## config.mk

```make
export PLATFORM = sky130hd
export DESIGN_NAME = answer_entry_n_flat
export DESIGN_NICKNAME = d
export VERILOG_FILES = /design/src/rtl/answer_entry_n_if.sv /design/src/rtl/answer_entry_n.sv /design/src/flat_wrapper.sv
export SDC_FILE = /design/constraint.sdc
export NUM_CORES = 1
export LEC_CHECK = 0
export CAP_MARGIN = 20
export CORE_ASPECT_RATIO = 0.7
export CORE_UTILIZATION = 40
export CTS_BUF_LIST = sky130_fd_sc_hd__clkbuf_16
export CTS_CLUSTER_SIZE = 8
export DETAILED_ROUTE_END_ITERATION = 6
export PLACE_DENSITY_LB_ADDON = 0.15
export SLEW_MARGIN = 20
export SYNTH_ARGS = -nofsm -noshare
export SYNTH_HDL_FRONTEND = slang
export SYNTH_SLANG_ARGS = --single-unit
```

## constraint.sdc

```tcl
create_clock -name CLK -period 2 [get_ports CLK]
set_clock_uncertainty 0.2 [all_clocks]
set_input_delay 0.4 -clock CLK [delete_from_list [all_inputs] [get_ports CLK]]
set_output_delay 0.4 -clock CLK [all_outputs]
set_load 0.02 [all_outputs]
```

## src/rtl/answer_entry_n_if.sv

```systemverilog
// Answer-entry bus: game state, question bus, buttons and judge handshake
// on one side, display nibbles and committed answer on the other.
interface answer_entry_n_if #(
  parameter int N_CH     = 3,
  parameter int DIGIT_W  = 4,
  parameter int Q_DIGITS = 3,
  parameter int QB_W     = 24
);
  logic [3:0]                  STATE;
  logic [QB_W-1:0]             QUESTION;
  logic [N_CH-1:0]             SEL;
  logic                        DIR;
  logic                        CLR;
  logic                        DEC;
  logic                        OUT_ACK;
  logic [N_CH*DIGIT_W-1:0]     SEG;
  logic [Q_DIGITS*DIGIT_W-1:0] SEG_Q;
  logic [N_CH*DIGIT_W-1:0]     COUNT_OUT;
  logic                        OUT_VALID;
  logic                        QUE_OK;
  logic                        LED;

  // Driver side: synchroniser/state machine/judge.
  modport master (
    output STATE, QUESTION, SEL, DIR, CLR, DEC, OUT_ACK,
    input  SEG, SEG_Q, COUNT_OUT, OUT_VALID, QUE_OK, LED
  );

  // Answer-entry block side.
  modport slave (
    input  STATE, QUESTION, SEL, DIR, CLR, DEC, OUT_ACK,
    output SEG, SEG_Q, COUNT_OUT, OUT_VALID, QUE_OK, LED
  );
endinterface

```

## src/rtl/answer_entry_n.sv

```systemverilog
// Answer-entry front end for the factorisation game: per-channel digit
// counters stepped by edge-detected buttons, question latch, display
// registers and a valid/ack handoff of the committed answer to the judge.
module answer_entry_n #(
  parameter int N_CH     = 3,
  parameter int DIGIT_W  = 4,
  parameter int MAX_VAL  = 9,
  parameter int MIN_VAL  = 1,
  parameter int Q_DIGITS = 3,
  parameter int QB_W     = 24,
  parameter int Q_LSB    = 12
) (
  input  logic CLK,
  input  logic RST,
  answer_entry_n_if.slave bus
);

  localparam int QW = Q_DIGITS * DIGIT_W;

  localparam logic [3:0] ST_QUESTION = 4'd3;
  localparam logic [3:0] ST_INPUT    = 4'd4;

  localparam logic [DIGIT_W-1:0] MAX_D = DIGIT_W'(MAX_VAL);
  localparam logic [DIGIT_W-1:0] MIN_D = DIGIT_W'(MIN_VAL);

  logic [N_CH-1:0][DIGIT_W-1:0] cnt_q, cnt_d;
  logic [N_CH-1:0]              sel_q, sel_d;
  logic                         dec_q, dec_d;
  logic [QW-1:0]                q_r_q, q_r_d;
  logic [N_CH*DIGIT_W-1:0]      seg_ans_q, seg_ans_d;
  logic [QW-1:0]                seg_que_q, seg_que_d;
  logic [N_CH*DIGIT_W-1:0]      count_out_q, count_out_d;
  logic                         out_valid_q, out_valid_d;
  logic                         que_ok_q, que_ok_d;
  logic                         led_q, led_d;

  logic [N_CH-1:0] press;
  logic            dec_edge;
  logic            clear_st;
  logic            in_input;
  logic            found;

  // Only the question field is latched; the rest of the bus is deliberately ignored.
  logic unused_question;
  assign unused_question = ^bus.QUESTION;

  // Wrapping single step of one digit; anything at or below MIN_VAL (including
  // the cleared 0) wraps to MAX_VAL when stepping down.
  function automatic logic [DIGIT_W-1:0] step_digit(input logic [DIGIT_W-1:0] v,
                                                     input logic down);
    if (down) return (v <= MIN_D) ? MAX_D : v - 1'b1;
    else      return (v == MAX_D) ? MIN_D : v + 1'b1;
  endfunction

  // Button edges and state decode.
  always_comb begin
    press    = bus.SEL & ~sel_q;
    dec_edge = bus.DEC & ~dec_q;
    clear_st = bus.STATE inside {4'd6, 4'd8, 4'd9, 4'd10, 4'd11};
    in_input = (bus.STATE == ST_INPUT);
    sel_d    = bus.SEL;
    dec_d    = bus.DEC;
  end

  // Counter update: lowest pressed channel wins, any press beats CLR.
  always_comb begin
    cnt_d = cnt_q;
    found = 1'b0;
    if (clear_st) begin
      cnt_d = '0;
    end else if (in_input) begin
      for (int i = 0; i < N_CH; i++) begin
        if (press[i] && !found) begin
          found    = 1'b1;
          cnt_d[i] = step_digit(cnt_q[i], bus.DIR);
        end
      end
      if (!found && bus.CLR) cnt_d = '0;
    end
  end

  // Question latch and its delayed non-zero flags.
  always_comb begin
    q_r_d    = clear_st ? '0 : bus.QUESTION[Q_LSB +: QW];
    que_ok_d = (q_r_q != '0);
    led_d    = que_ok_q;
  end

  // Display registers, blanked outside their owning state.
  always_comb begin
    seg_ans_d = in_input ? cnt_q : '0;
    seg_que_d = (bus.STATE == ST_QUESTION) ? q_r_q : '0;
  end

  // Decide handshake: ACK retires the answer before a new decide is considered,
  // so a decide arriving in the same cycle as ACK is dropped.
  always_comb begin
    count_out_d = count_out_q;
    out_valid_d = out_valid_q;
    if (clear_st) begin
      count_out_d = '0;
      out_valid_d = 1'b0;
    end else if (out_valid_q) begin
      if (bus.OUT_ACK) out_valid_d = 1'b0;
    end else if (dec_edge && in_input) begin
      count_out_d = cnt_q;
      out_valid_d = 1'b1;
    end
  end

  // All state registers with synchronous active-low reset.
  always_ff @(posedge CLK) begin
    if (!RST) begin
      cnt_q       <= '0;
      sel_q       <= '0;
      dec_q       <= 1'b0;
      q_r_q       <= '0;
      seg_ans_q   <= '0;
      seg_que_q   <= '0;
      count_out_q <= '0;
      out_valid_q <= 1'b0;
      que_ok_q    <= 1'b0;
      led_q       <= 1'b0;
    end else begin
      cnt_q       <= cnt_d;
      sel_q       <= sel_d;
      dec_q       <= dec_d;
      q_r_q       <= q_r_d;
      seg_ans_q   <= seg_ans_d;
      seg_que_q   <= seg_que_d;
      count_out_q <= count_out_d;
      out_valid_q <= out_valid_d;
      que_ok_q    <= que_ok_d;
      led_q       <= led_d;
    end
  end

  assign bus.SEG       = seg_ans_q;
  assign bus.SEG_Q     = seg_que_q;
  assign bus.COUNT_OUT = count_out_q;
  assign bus.OUT_VALID = out_valid_q;
  assign bus.QUE_OK    = que_ok_q;
  assign bus.LED       = led_q;

endmodule

```

## src/flat_wrapper.sv

```systemverilog
// flat-port wrapper written by rule: the top's interface ports become plain ports
module answer_entry_n_flat 
#(
  parameter int N_CH     = 3,
  parameter int DIGIT_W  = 4,
  parameter int MAX_VAL  = 9,
  parameter int MIN_VAL  = 1,
  parameter int Q_DIGITS = 3,
  parameter int QB_W     = 24,
  parameter int Q_LSB    = 12
)
  (CLK, RST, bus_STATE, bus_QUESTION, bus_SEL, bus_DIR, bus_CLR, bus_DEC, bus_OUT_ACK, bus_SEG, bus_SEG_Q, bus_COUNT_OUT, bus_OUT_VALID, bus_QUE_OK, bus_LED);
  answer_entry_n_if #(.N_CH(N_CH), .DIGIT_W(DIGIT_W), .Q_DIGITS(Q_DIGITS), .QB_W(QB_W)) bus_i ();
  input  logic CLK;
  input  logic RST;
  input wire logic [$bits(bus_i.STATE)-1:0] bus_STATE;
  input wire logic [$bits(bus_i.QUESTION)-1:0] bus_QUESTION;
  input wire logic [$bits(bus_i.SEL)-1:0] bus_SEL;
  input wire logic [$bits(bus_i.DIR)-1:0] bus_DIR;
  input wire logic [$bits(bus_i.CLR)-1:0] bus_CLR;
  input wire logic [$bits(bus_i.DEC)-1:0] bus_DEC;
  input wire logic [$bits(bus_i.OUT_ACK)-1:0] bus_OUT_ACK;
  output wire logic [$bits(bus_i.SEG)-1:0] bus_SEG;
  output wire logic [$bits(bus_i.SEG_Q)-1:0] bus_SEG_Q;
  output wire logic [$bits(bus_i.COUNT_OUT)-1:0] bus_COUNT_OUT;
  output wire logic [$bits(bus_i.OUT_VALID)-1:0] bus_OUT_VALID;
  output wire logic [$bits(bus_i.QUE_OK)-1:0] bus_QUE_OK;
  output wire logic [$bits(bus_i.LED)-1:0] bus_LED;
  assign bus_i.STATE = bus_STATE;
  assign bus_i.QUESTION = bus_QUESTION;
  assign bus_i.SEL = bus_SEL;
  assign bus_i.DIR = bus_DIR;
  assign bus_i.CLR = bus_CLR;
  assign bus_i.DEC = bus_DEC;
  assign bus_i.OUT_ACK = bus_OUT_ACK;
  assign bus_SEG = bus_i.SEG;
  assign bus_SEG_Q = bus_i.SEG_Q;
  assign bus_COUNT_OUT = bus_i.COUNT_OUT;
  assign bus_OUT_VALID = bus_i.OUT_VALID;
  assign bus_QUE_OK = bus_i.QUE_OK;
  assign bus_LED = bus_i.LED;
  answer_entry_n #(.N_CH(N_CH), .DIGIT_W(DIGIT_W), .MAX_VAL(MAX_VAL), .MIN_VAL(MIN_VAL), .Q_DIGITS(Q_DIGITS), .QB_W(QB_W), .Q_LSB(Q_LSB)) u_core (.CLK(CLK), .RST(RST), .bus(bus_i));
endmodule
```

==> flow_summary.toml <==
[outcome]
status = "finished clean"

[drt]
dr.pass1.iters = 4
drtIter0Drc = 54
dr_total_vias = 2265
drc_errors = 0
via_per_inst = 4.840
wl_per_cell_um = 12.36
antenna_left = 0
routed_wl_um = 5783

[global_route]
grt_max_degree = 26
grt_pass1_wl_um = 9425
grt_pass1_vias = 2055
overflow = 0
antenna_found_initial = 0
grt_usage = 0.1714

[finish]
syn_to_final_growth_pct = 44.78
nNetsFinal = 418
drive_gt1_frac = 0.1247
nFillCells = 570
antennaDiodeCount = 0

[floorplanning]
start_util = 0.4270
die_area_um2 = 7200
core_um2 = 6426
ios = 76
die_w_um = 101.0
num_rows = 24
die_h_um = 71.30

[timing]
post-route-min-period_ps = 1944
finalHoldViolCount = 0
tightest_slew_ps = 447.4
fin_crit_sh = 0.9719
worst_hold_slack_ps = 250.2
max_freq_mhz = 514.5
setup_ws_ps = 56.18
slew_headroom = 0.6990
drv_slew = 0
finalSetupViolCount = 0

[logic_synthesis]
async_reset_ff_frac = 0
ys_ff_latch = 67
synth_cell_types = 48
syn_nets = 340
synth_warnings = 0
syn_area_per_cell_um2 = 9.333
postSynthCellCount = 294
syn-cell-area_um2 = 2744
synth_seq_area_share = 0.4888
synth-main-ff-cell = "dfxtp_1"
synth-edff-count = 0

[worst_setup_path]
cp-start-kind = "input port"
slowest_stage = "clkdlybuf4s50_1"
cp_slowest_stage_delay_ps = 470
path_class = "in2reg"
critPathBufInv = 2
worstPathCellList = "clkdlybuf4s50_1 > nor4b_4 > buf_12 > and2b_1 > o21ai_1 > a32oi_1 > nor2_1"
worstPathArrival_ps = 1950
cp_max_fo = 7
crit_required_ps = 2010
cp_top_family = "buffers and inverters"
cp-end-kind = "register"

[run]
maxCapViolCount = 0

[clock_tree]
clockBufferDepth = 2
path_clk_slew_ps = 50
cts_buffers = 9
cts_tree = "yes"
h-tree-depth = 3
root_buffer = "clkbuf_16"
worstSkewPairLatency_ps = 320
clock-sinks = 67

[power_and_ir_drop]
power_density_nw_per_um2 = 844.3
total_power_uw = 3354
p_leak_uw = 0.001629
max-vdd-ir-drop_uv = 473.8

[placed_design]
place_worst_setup_slack_ps = -277.9
place_congestion = 0.8325
dp_hpwl_um = 4050
portBuffers = 63

[hold_path]
hp-class = "reg2reg"
==> through the flow <==
step / setup TNS [ps] / area (um^2) / utilization / std cells
after floorplan: 0 / 2744 / - / 294
after global placement: -4262 / 3586 / 0.5580 / 449
after detailed placement: -5060 / 3586 / 0.5580 / 449
after CTS: 0 / 3929 / 0.6114 / 465
after global routing: -12.17 / 3973 / 0.6182 / 468
final: 0 / 3973 / 0.6182 / 468
==> metal layers <==
layer  share of wire  GRT usage  up-vias  wire length, um
met5               0          0        -                0
met4          0.0064    0.06602        0               37
met3           0.046    0.06049        4              267
met2            0.46     0.2656       52             2636
met1            0.49     0.2202     1042             2842
li1                -          -     1167                -
==> layout by cell type (no fill, tap or decap), types with 3 or more instances in the layout <==
master	instances
inv_1	9
mux2i_1	7
dfxtp_1	67
bufinv_16	3
nand3_1	3
o21ai_0	9
ha_1	9
a32oi_1	5
a31oi_1	3
nand2_1	19
buf_4	17
nand2b_1	14
nor2_2	3
nor2_1	27
clkbuf_16	9
a21oi_1	16
and3_1	13
buf_12	4
and2_1	31
nor4_1	3
clkdlybuf4s50_1	62
xor2_1	3
nor3_1	3
==> state kept, by name (all words and copies together), names as in the netlist <==
name,cells
u_core.bus.COUNT_OUT,12
u_core.bus.SEG,12
u_core.bus.SEG_Q,12
u_core.cnt_q,12
u_core.q_r_q,12
u_core.sel_q,3
u_core.bus.LED,1
u_core.bus.OUT_VALID,1
u_core.bus.QUE_OK,1
u_core.dec_q,1
==> synth_stat cells, drive strengths merged, types with 4 or more instances <==
master  number  share of area
nand2       19          0.026
buf          5          0.013
dfxtp       67           0.49
nor3         4         0.0091
o21ai       10          0.018
ha           9          0.041
mux2i        7          0.026
nand2b      15          0.035
a21oi       16          0.029
and3        13          0.030
clkbuf      12          0.016
nand3        5          0.013
a32oi        5          0.016
nor2        30          0.044
and2        31          0.071
inv          8          0.011
==> worst paths after layout <==
check,startpoint,end,slack (ps),depth (start not counted)
worst max-delay path,bus_STATE[1],u_core.cnt_q[6],60,7
worst min-delay path,u_core.q_r_q[8],u_core.bus.SEG_Q[8],250,1
worst max register to register,u_core.cnt_q[4],u_core.cnt_q[7],130,6
worst min register to register,u_core.q_r_q[8],u_core.bus.SEG_Q[8],250,1
==> worst register-to-register path: cells and delay by family (launching register included) <==
kind	cells	cell delay [ps]
AOI/OAI and AO/OA	3	670
DFF	1	430
adders and majority gates	1	260
buffers and inverters	1	140
and+or+nand+nor	1	50
==> power by group <==
part           internal, uW  switching, uW
Combinational           111           90.0
Clock                  1210            572
Sequential             1360           9.51
==> kinds of logic after synthesis <==
group	synth area share
AO/OA/AOI/OAI	0.1281
XOR/XNOR	0.01596
adder cells (fa/ha/maj)	0.04104
buffers and inverters	0.04058
flip-flops	0.4888
multiplexers	0.02554
AND/OR/NAND/NOR	0.2599
==> cell type report <==
class | instances | area (um^2) | share of cell area
multi-input combinational | 202 | 1304 | 0.3282
tap | 91 | 113.9 | 0.02866
clock buffer | 9 | 225.2 | 0.05669
timing repair buffer | 84 | 840.8 | 0.2117
sequential | 67 | 1341 | 0.3376
clock inverter | 7 | 117.6 | 0.02961
inverter | 8 | 30.03 | 0.007559
==> repair_timing <==
action	CTS	global route
buffers inserted	0	3
gates resized for setup	0	3
hold buffers	0	0
setup endpoints to repair	0	6
(Power assumes the default switching activity.)
